File: src/rtl/fruit_sprite_scheduler.sv
// Shares one fruit sprite ROM pipeline among NUM_FRUIT on-screen fruit instances,
// with double-buffered positions committed at frame start and sprite-over-background output.
module fruit_sprite_scheduler #(
  parameter int          NUM_FRUIT   = 4,
  parameter int          FRUIT_SIZE  = 50,
  parameter int          ROM_LATENCY = 2,
  parameter int          ADDR_W      = 13,
  parameter logic [11:0] TRANSPARENT = 12'h0F0,
  parameter int          IDX_W       = $clog2(NUM_FRUIT)
) (
  input  logic              clk,
  input  logic              resetn,
  input  logic [9:0]        x,
  input  logic [8:0]        y,
  input  logic              pix_valid,
  input  logic              frame_start,
  input  logic              set_valid,
  input  logic [IDX_W-1:0]  set_idx,
  input  logic [9:0]        set_x,
  input  logic [8:0]        set_y,
  input  logic              set_en,
  output logic [ADDR_W-1:0] rom_addr,
  input  logic [11:0]       rom_data,
  input  logic [11:0]       bg_color,
  output logic [11:0]       out_color,
  output logic              out_valid,
  output logic              out_hit,
  output logic [IDX_W-1:0]  out_idx
);

  logic [9:0] pendX [NUM_FRUIT];
  logic [8:0] pendY [NUM_FRUIT];
  logic       pendEn [NUM_FRUIT];
  logic [9:0] actX [NUM_FRUIT];
  logic [8:0] actY [NUM_FRUIT];
  logic       actEn [NUM_FRUIT];

  logic [NUM_FRUIT-1:0] slotHit;
  logic                 anyHit;
  logic [IDX_W-1:0]     winIdx;
  logic [9:0]           dx;
  logic [8:0]           dy;
  logic [ADDR_W-1:0]    nextAddr;

  logic             hitS0;
  logic             pvS0;
  logic [IDX_W-1:0] idxS0;

  logic [ROM_LATENCY-1:0] hitPipe;
  logic [ROM_LATENCY-1:0] pvPipe;
  logic [IDX_W-1:0]       idxPipe [ROM_LATENCY];

  logic sprite;

  // Commit reads the pre-write pending bank, so a same-cycle write lands in the next frame.
  always_ff @(posedge clk or negedge resetn) begin
    if (!resetn) begin
      for (int i = 0; i < NUM_FRUIT; i++) begin
        pendX[i]  <= '0;
        pendY[i]  <= '0;
        pendEn[i] <= 1'b0;
        actX[i]   <= '0;
        actY[i]   <= '0;
        actEn[i]  <= 1'b0;
      end
    end else begin
      for (int i = 0; i < NUM_FRUIT; i++) begin
        if (frame_start) begin
          actX[i]  <= pendX[i];
          actY[i]  <= pendY[i];
          actEn[i] <= pendEn[i];
        end
        if (set_valid && set_idx == IDX_W'(i)) begin
          pendX[i]  <= set_x;
          pendY[i]  <= set_y;
          pendEn[i] <= set_en;
        end
      end
    end
  end

  // Widened compares keep fx+FRUIT_SIZE from wrapping near the coordinate limits.
  always_comb begin
    slotHit = '0;
    for (int i = 0; i < NUM_FRUIT; i++) begin
      slotHit[i] = pix_valid && actEn[i]
                   && ({1'b0, x} >= {1'b0, actX[i]})
                   && ({1'b0, x} <  ({1'b0, actX[i]} + 11'(FRUIT_SIZE)))
                   && ({1'b0, y} >= {1'b0, actY[i]})
                   && ({1'b0, y} <  ({1'b0, actY[i]} + 10'(FRUIT_SIZE)));
    end
  end

  always_comb begin
    anyHit   = 1'b0;
    winIdx   = '0;
    dx       = '0;
    dy       = '0;
    nextAddr = '0;
    for (int i = 0; i < NUM_FRUIT; i++) begin
      if (!anyHit && slotHit[i]) begin
        anyHit = 1'b1;
        winIdx = IDX_W'(i);
        dx     = x - actX[i];
        dy     = y - actY[i];
      end
    end
    if (anyHit) begin
      nextAddr = ADDR_W'(dx) + ADDR_W'(FRUIT_SIZE) * ADDR_W'(dy);
    end
  end

  always_ff @(posedge clk or negedge resetn) begin
    if (!resetn) begin
      rom_addr <= '0;
      hitS0    <= 1'b0;
      pvS0     <= 1'b0;
      idxS0    <= '0;
    end else begin
      rom_addr <= nextAddr;
      hitS0    <= anyHit;
      pvS0     <= pix_valid;
      idxS0    <= winIdx;
    end
  end

  // Hit information rides alongside the ROM read so it meets rom_data in the output stage.
  always_ff @(posedge clk or negedge resetn) begin
    if (!resetn) begin
      hitPipe <= '0;
      pvPipe  <= '0;
      for (int i = 0; i < ROM_LATENCY; i++) idxPipe[i] <= '0;
    end else begin
      hitPipe[0] <= hitS0;
      pvPipe[0]  <= pvS0;
      idxPipe[0] <= idxS0;
      for (int i = 1; i < ROM_LATENCY; i++) begin
        hitPipe[i] <= hitPipe[i-1];
        pvPipe[i]  <= pvPipe[i-1];
        idxPipe[i] <= idxPipe[i-1];
      end
    end
  end

  assign sprite = hitPipe[ROM_LATENCY-1] && (rom_data != TRANSPARENT);

  always_ff @(posedge clk or negedge resetn) begin
    if (!resetn) begin
      out_color <= '0;
      out_valid <= 1'b0;
      out_hit   <= 1'b0;
      out_idx   <= '0;
    end else begin
      out_valid <= pvPipe[ROM_LATENCY-1];
      out_hit   <= sprite;
      out_idx   <= sprite ? idxPipe[ROM_LATENCY-1] : '0;
      if (!pvPipe[ROM_LATENCY-1]) out_color <= 12'h000;
      else                        out_color <= sprite ? rom_data : bg_color;
    end
  end

endmodule

File: config.mk
export PLATFORM = sky130hd
export DESIGN_NAME = fruit_sprite_scheduler
export DESIGN_NICKNAME = d
export VERILOG_FILES = /design/src/rtl/fruit_sprite_scheduler.sv
export SDC_FILE = /design/constraint.sdc
export NUM_CORES = 1
export LEC_CHECK = 0
export ABC_CLOCK_PERIOD_IN_PS = 19800
export CAP_MARGIN = 15
export CELL_PAD_IN_SITES_DETAIL_PLACEMENT = 2
export CELL_PAD_IN_SITES_GLOBAL_PLACEMENT = 2
export CORE_MARGIN = 1.5
export CORE_UTILIZATION = 42
export CTS_CLUSTER_DIAMETER = 100
export DETAILED_ROUTE_END_ITERATION = 16
export PLACE_DENSITY = 0.89
export SLEW_MARGIN = 20
export SYNTH_ARGS = -nofsm -noshare
export SYNTH_HDL_FRONTEND = slang
export SYNTH_SLANG_ARGS = --single-unit
File: constraint.sdc
create_clock -name clk -period 19.8 [get_ports clk]
set_input_delay 2.97 -clock clk [delete_from_list [all_inputs] [get_ports clk]]
set_output_delay 2.97 -clock clk [all_outputs]
set_load 0.01 [all_outputs]
==> tab_implementation.tex <==
\begin{tabular}{lr}
\hline
Metric & Value \\
\hline
\multicolumn{2}{l}{\textbf{Clock tree}} \\
\quad Depth of the CTS H-tree & 1 \\
\quad Clock input transition at the sequential cells of the worst setup and hold paths & 0.07 ns \\
\quad Later-pin clock latency in the skew report & 0.54 ns \\
\quad Clock sink total & 201 \\
\quad Number of buffers between clock root and the deepest sink & 3 \\
\quad Clock tree from TritonCTS & done \\
\quad Clk Tree Root Cell & clkbuf\_16 \\
\quad Post-CTS Setup Inserts & 0 \\
\quad Number of gates resized after CTS & 0 \\
\quad Post-CTS Hold Buffers & 0 \\
\quad CTS Buf Count & 24 \\
\multicolumn{2}{l}{\textbf{Place}} \\
\quad HPWL reported at the end of detailed placement & 40600 um \\
\quad Port Buf Inserts & just under 100 \\
\quad Gp weighted congestion & 0.881 \\
\quad Placed standard-cell area & 15900 um2 \\
\multicolumn{2}{l}{\textbf{Logic synthesis}} \\
\quad Cell types occupying the most area after synthesis & dfrtp\_1 35\%, ha\_1 16\%, mux2\_2 7.2\%, xnor2\_1 6.0\%, nand2\_1 4.0\% \\
\quad Async set-or-reset flop fraction in the synthesized netlist & 1.00 \\
\quad Most common flop cell mapped by yosys & dfrtp\_1 \\
\quad Net count after synthesis & 1745 \\
\quad Count of different cell masters after synthesis & 82 \\
\quad Netlist area before placement & 14400 um2 \\
\quad Most repeated cell in the gate-level netlist after synthesis & dfrtp\_1 \\
\quad Post-Synthesis Mean Instance Area & 9.77 um2 \\
\quad EDFF count, synth & 0 \\
\quad Flops \& latches, synth & 201 \\
\quad Area leader, netlist & dfrtp\_1 \\
\quad Cells after Synth & 1476 \\
\quad Fraction of the yosys area taken by sequential cells & 0.349 \\
\quad Total of warnings raised by yosys & 0 \\
\quad Most frequent cells after synthesis & 201 x dfrtp\_1, 182 x ha\_1, 154 x nand2\_1 \\
\quad Proportion of netlist area held by the largest area contributor & 0.349 \\
\multicolumn{2}{l}{\textbf{Setup path}} \\
\quad Maximum fanout encountered on the critical timing path & 22 \\
\quad Buffer and inverter count on the worst path & 2 \\
\quad Critical path capture point type & flip-flop \\
\quad Data required time at the worst endpoint & 20.26 ns \\
\quad Cell count of the worst reg-to-reg path & 27 \\
\quad Library cell appearing most often on the critical path & ha\_1 \\
\quad Kind of cell adding the most delay to the critical path & adder cells \\
\quad Setup slack on the worst flop-to-flop path & 11.72 ns \\
\quad Critical R2R Capture & rom\_addr[12]\$\_DFF\_PN0\_ \\
\quad CP startpoint kind & input pin \\
\quad Data arrival, critical path & 10.70 ns \\
\quad Biggest cell delay along the critical path & between 0.8 and 0.9 ns \\
\quad Kind of critical path & in -> reg \\
\quad Standard cell with the maximum stage delay on the critical path & clkdlybuf4s50\_1 \\
\quad Critical R2R Launch & actX[32]\$\_DFFE\_PN0P\_ \\
\multicolumn{2}{l}{\textbf{Route}} \\
\quad Number of nets with antenna violations after detailed routing & 0 \\
\quad Wire length after detailed routing & 54900 um \\
\quad Vias after detailed routing & 12400 \\
\quad Drt via density & 6.09 \\
\quad Number of design-rule violations left by the first detailed-router iteration & 631 \\
\quad Number of detailed-routing iterations run before antenna repair & 5 \\
\quad Number of remaining DRC errors & 0 \\
\quad Routed WL per cell & 26.9 um \\
\multicolumn{2}{l}{\textbf{Finish}} \\
\quad Syn-to-layout area delta & 15.8\% \\
\quad Proportion of layout cells with a drive suffix above 1 & 0.108 \\
\quad Storage cell area & a little over 5000 um2 \\
\quad Number of filler cells placed in the layout & 3545 \\
\quad Post-layout util & 0.496 \\
\quad Final layout net count & 1841 \\
\quad Diode insertion count for antenna repair & 0 \\
\quad Total non-filler cell area in the finished layout & $\sim$17000 um2 \\
\quad Multi-input combinational cell area & 8790 um2 \\
\multicolumn{2}{l}{\textbf{Floorplanning}} \\
\quad Die width & 188 um \\
\quad CORE AREA & 33700 um2 \\
\quad Height of the chip & 188 um \\
\quad Initial core utilization & 0.428 \\
\quad Number of placement rows & 67 \\
\quad Area of the die & around 35000 um2 \\
\quad I/O pin count & 99 \\
\multicolumn{2}{l}{\textbf{GRT}} \\
\quad Aggregate global-route resource usage & 0.312 \\
\quad Number of global-route vias before repair & 14200 \\
\quad Number of antenna violations at the first check in global routing & 1 \\
\quad Maximum number of pins on one net before global-route repair & 88 \\
\quad Wire length of the first global-routing pass & 86000 um \\
\quad Residual overflow from global routing & 0 \\
\multicolumn{2}{l}{\textbf{STA}} \\
\quad Pin slew with the least headroom to its limit & about 0.9 ns \\
\quad Final-report setup violation count & 0 \\
\quad Worst clock skew on the final layout & 0.0134 ns \\
\quad RSZ-0062 raised after global routing & no \\
\quad Max Clock Freq & between 0.09 and 0.1 GHz \\
\quad Number of max-slew violations in the final report & 0 \\
\quad Final hold violations & 0 \\
\quad Summed negative setup slack over all endpoints & 0 ns \\
\quad Period utilization & 0.517 \\
\quad Clock period minus worst slack & 10.24 ns \\
\quad Worst slew slack as a fraction of its limit & 0.385 \\
\quad Final hold slack & between 0.3 and 0.4 ns \\
\multicolumn{2}{l}{\textbf{Power and ir drop}} \\
\quad Peak supply drop & $\sim$0.11 mV \\
\quad PnR Total Power & 1.73 mW \\
\quad LEAKAGE & between 7 and 8 nW \\
\quad Power density cells & 104 nW/um2 \\
\multicolumn{2}{l}{\textbf{Run}} \\
\quad \# Max-Cap Violations & 0 \\
\multicolumn{2}{l}{\textbf{Status}} \\
\quad Status & finished, final reports clean \\
\multicolumn{2}{l}{\textbf{Min path}} \\
\quad Hold Crit Class & reg -> reg \\
\quad Hold Crit Endpoint & hitPipe[0]\$\_DFF\_PN0\_ \\
\quad Origin of the worst min-delay path & hitS0\$\_DFF\_PN0\_ \\
\quad Depth of the worst hold-timing path & 0 \\
\hline
\end{tabular}
-- kinds of logic after synthesis --
| family | count (synthesis) | synth area share |
|---|---|---|
| DFF | 201 | 0.349 |
| and+or+nand+nor | 353 | 0.117 |
| AOI/OAI and AO/OA | 352 | 0.162 |
| xor gates and xnor gates | 117 | 0.0720 |
| buffers and inverters | 156 | 0.0426 |
| adders and majority gates | 199 | 0.181 |
| muxes | 98 | 0.0763 |
-- layout by cell type, fill, tap and decap left out, types with 14 or more instances in the layout --
cell	count
clkdlybuf4s50_1	96
o21ai_0	104
nor2_1	52
dfrtp_1	201
a21oi_1	66
nand2_1	154
nor3_1	24
nor2b_1	14
o21ai_1	14
mux2_2	92
a21boi_0	15
xnor2_1	99
inv_1	118
ha_1	182
clkbuf_16	25
xor2_1	17
nand4_1	16
and3_1	15
nand3_1	28
a21o_1	28
fa_1	17
-- per-layer routing --
metal,track usage,routed length [um]
met1,0.389,22900
met2,0.561,27500
met3,0.0328,2430
met4,0.107,1990
met5,0,0
-- report_power, final --
group          internal (mW)  switching [mW]  total [mW]
clock                  0.282           0.188       0.470
combinational          0.289           0.429       0.718
sequential             0.481          0.0620       0.543
-- worst max path at each step --
stage | startpoint | to | slack [ns] | cells past startpoint
2_1_floorplan | x[0] | rom_addr[12]$_DFF_PN0_ | 10.91 | 29
3_3_place_gp | y[1] | rom_addr[12]$_DFF_PN0_ | 9.56 | 25
3_5_place_dp | x[1] | rom_addr[12]$_DFF_PN0_ | 9.25 | 25
4_1_cts | x[1] | rom_addr[12]$_DFF_PN0_ | 9.62 | 25
5_1_grt | x[1] | rom_addr[12]$_DFF_PN0_ | 9.11 | 25
6_report | x[1] | rom_addr[12]$_DFF_PN0_ | 9.56 | 25
-- area by class of cell --
| cell class | instances | area share |
|---|---|---|
| clock buffers | 35 | 0.0439 |
| flip-flops and latches | 201 | 0.301 |
| clock inverters | 9 | 0.00607 |
| well taps | 448 | 0.0336 |
| inverters | 121 | 0.0272 |
| multi-input cells | 1119 | 0.526 |
| repair buffers | 105 | 0.0620 |
-- state kept, by name (all words and copies together) (netlist names), 4 cells and up --
register / flops
pendX: 40
actEn: 4
pendY: 36
pendEn: 4
actY: 36
out_color: 12
actX: 40
rom_addr: 13
idxPipe: 4
-- worst reg2reg max path: cells and delay by family, from the launching register on --
family          cells  cell delay, ns
xor+xnor            3            0.52
fa+ha+maj           7            2.38
simple gates        7            1.98
mux                 1            0.20
flops               1            0.46
compound gates      9            2.45
-- metrics by stage --
stage                     instances  setup WS, ns
after detailed placement       1994          9.25
after global placement         1994          9.56
after global routing           2038          9.11
after floorplan                1476         10.91
final                          2038          9.56
after CTS                      2038          9.62
Power figures use the tool's default switching activity.
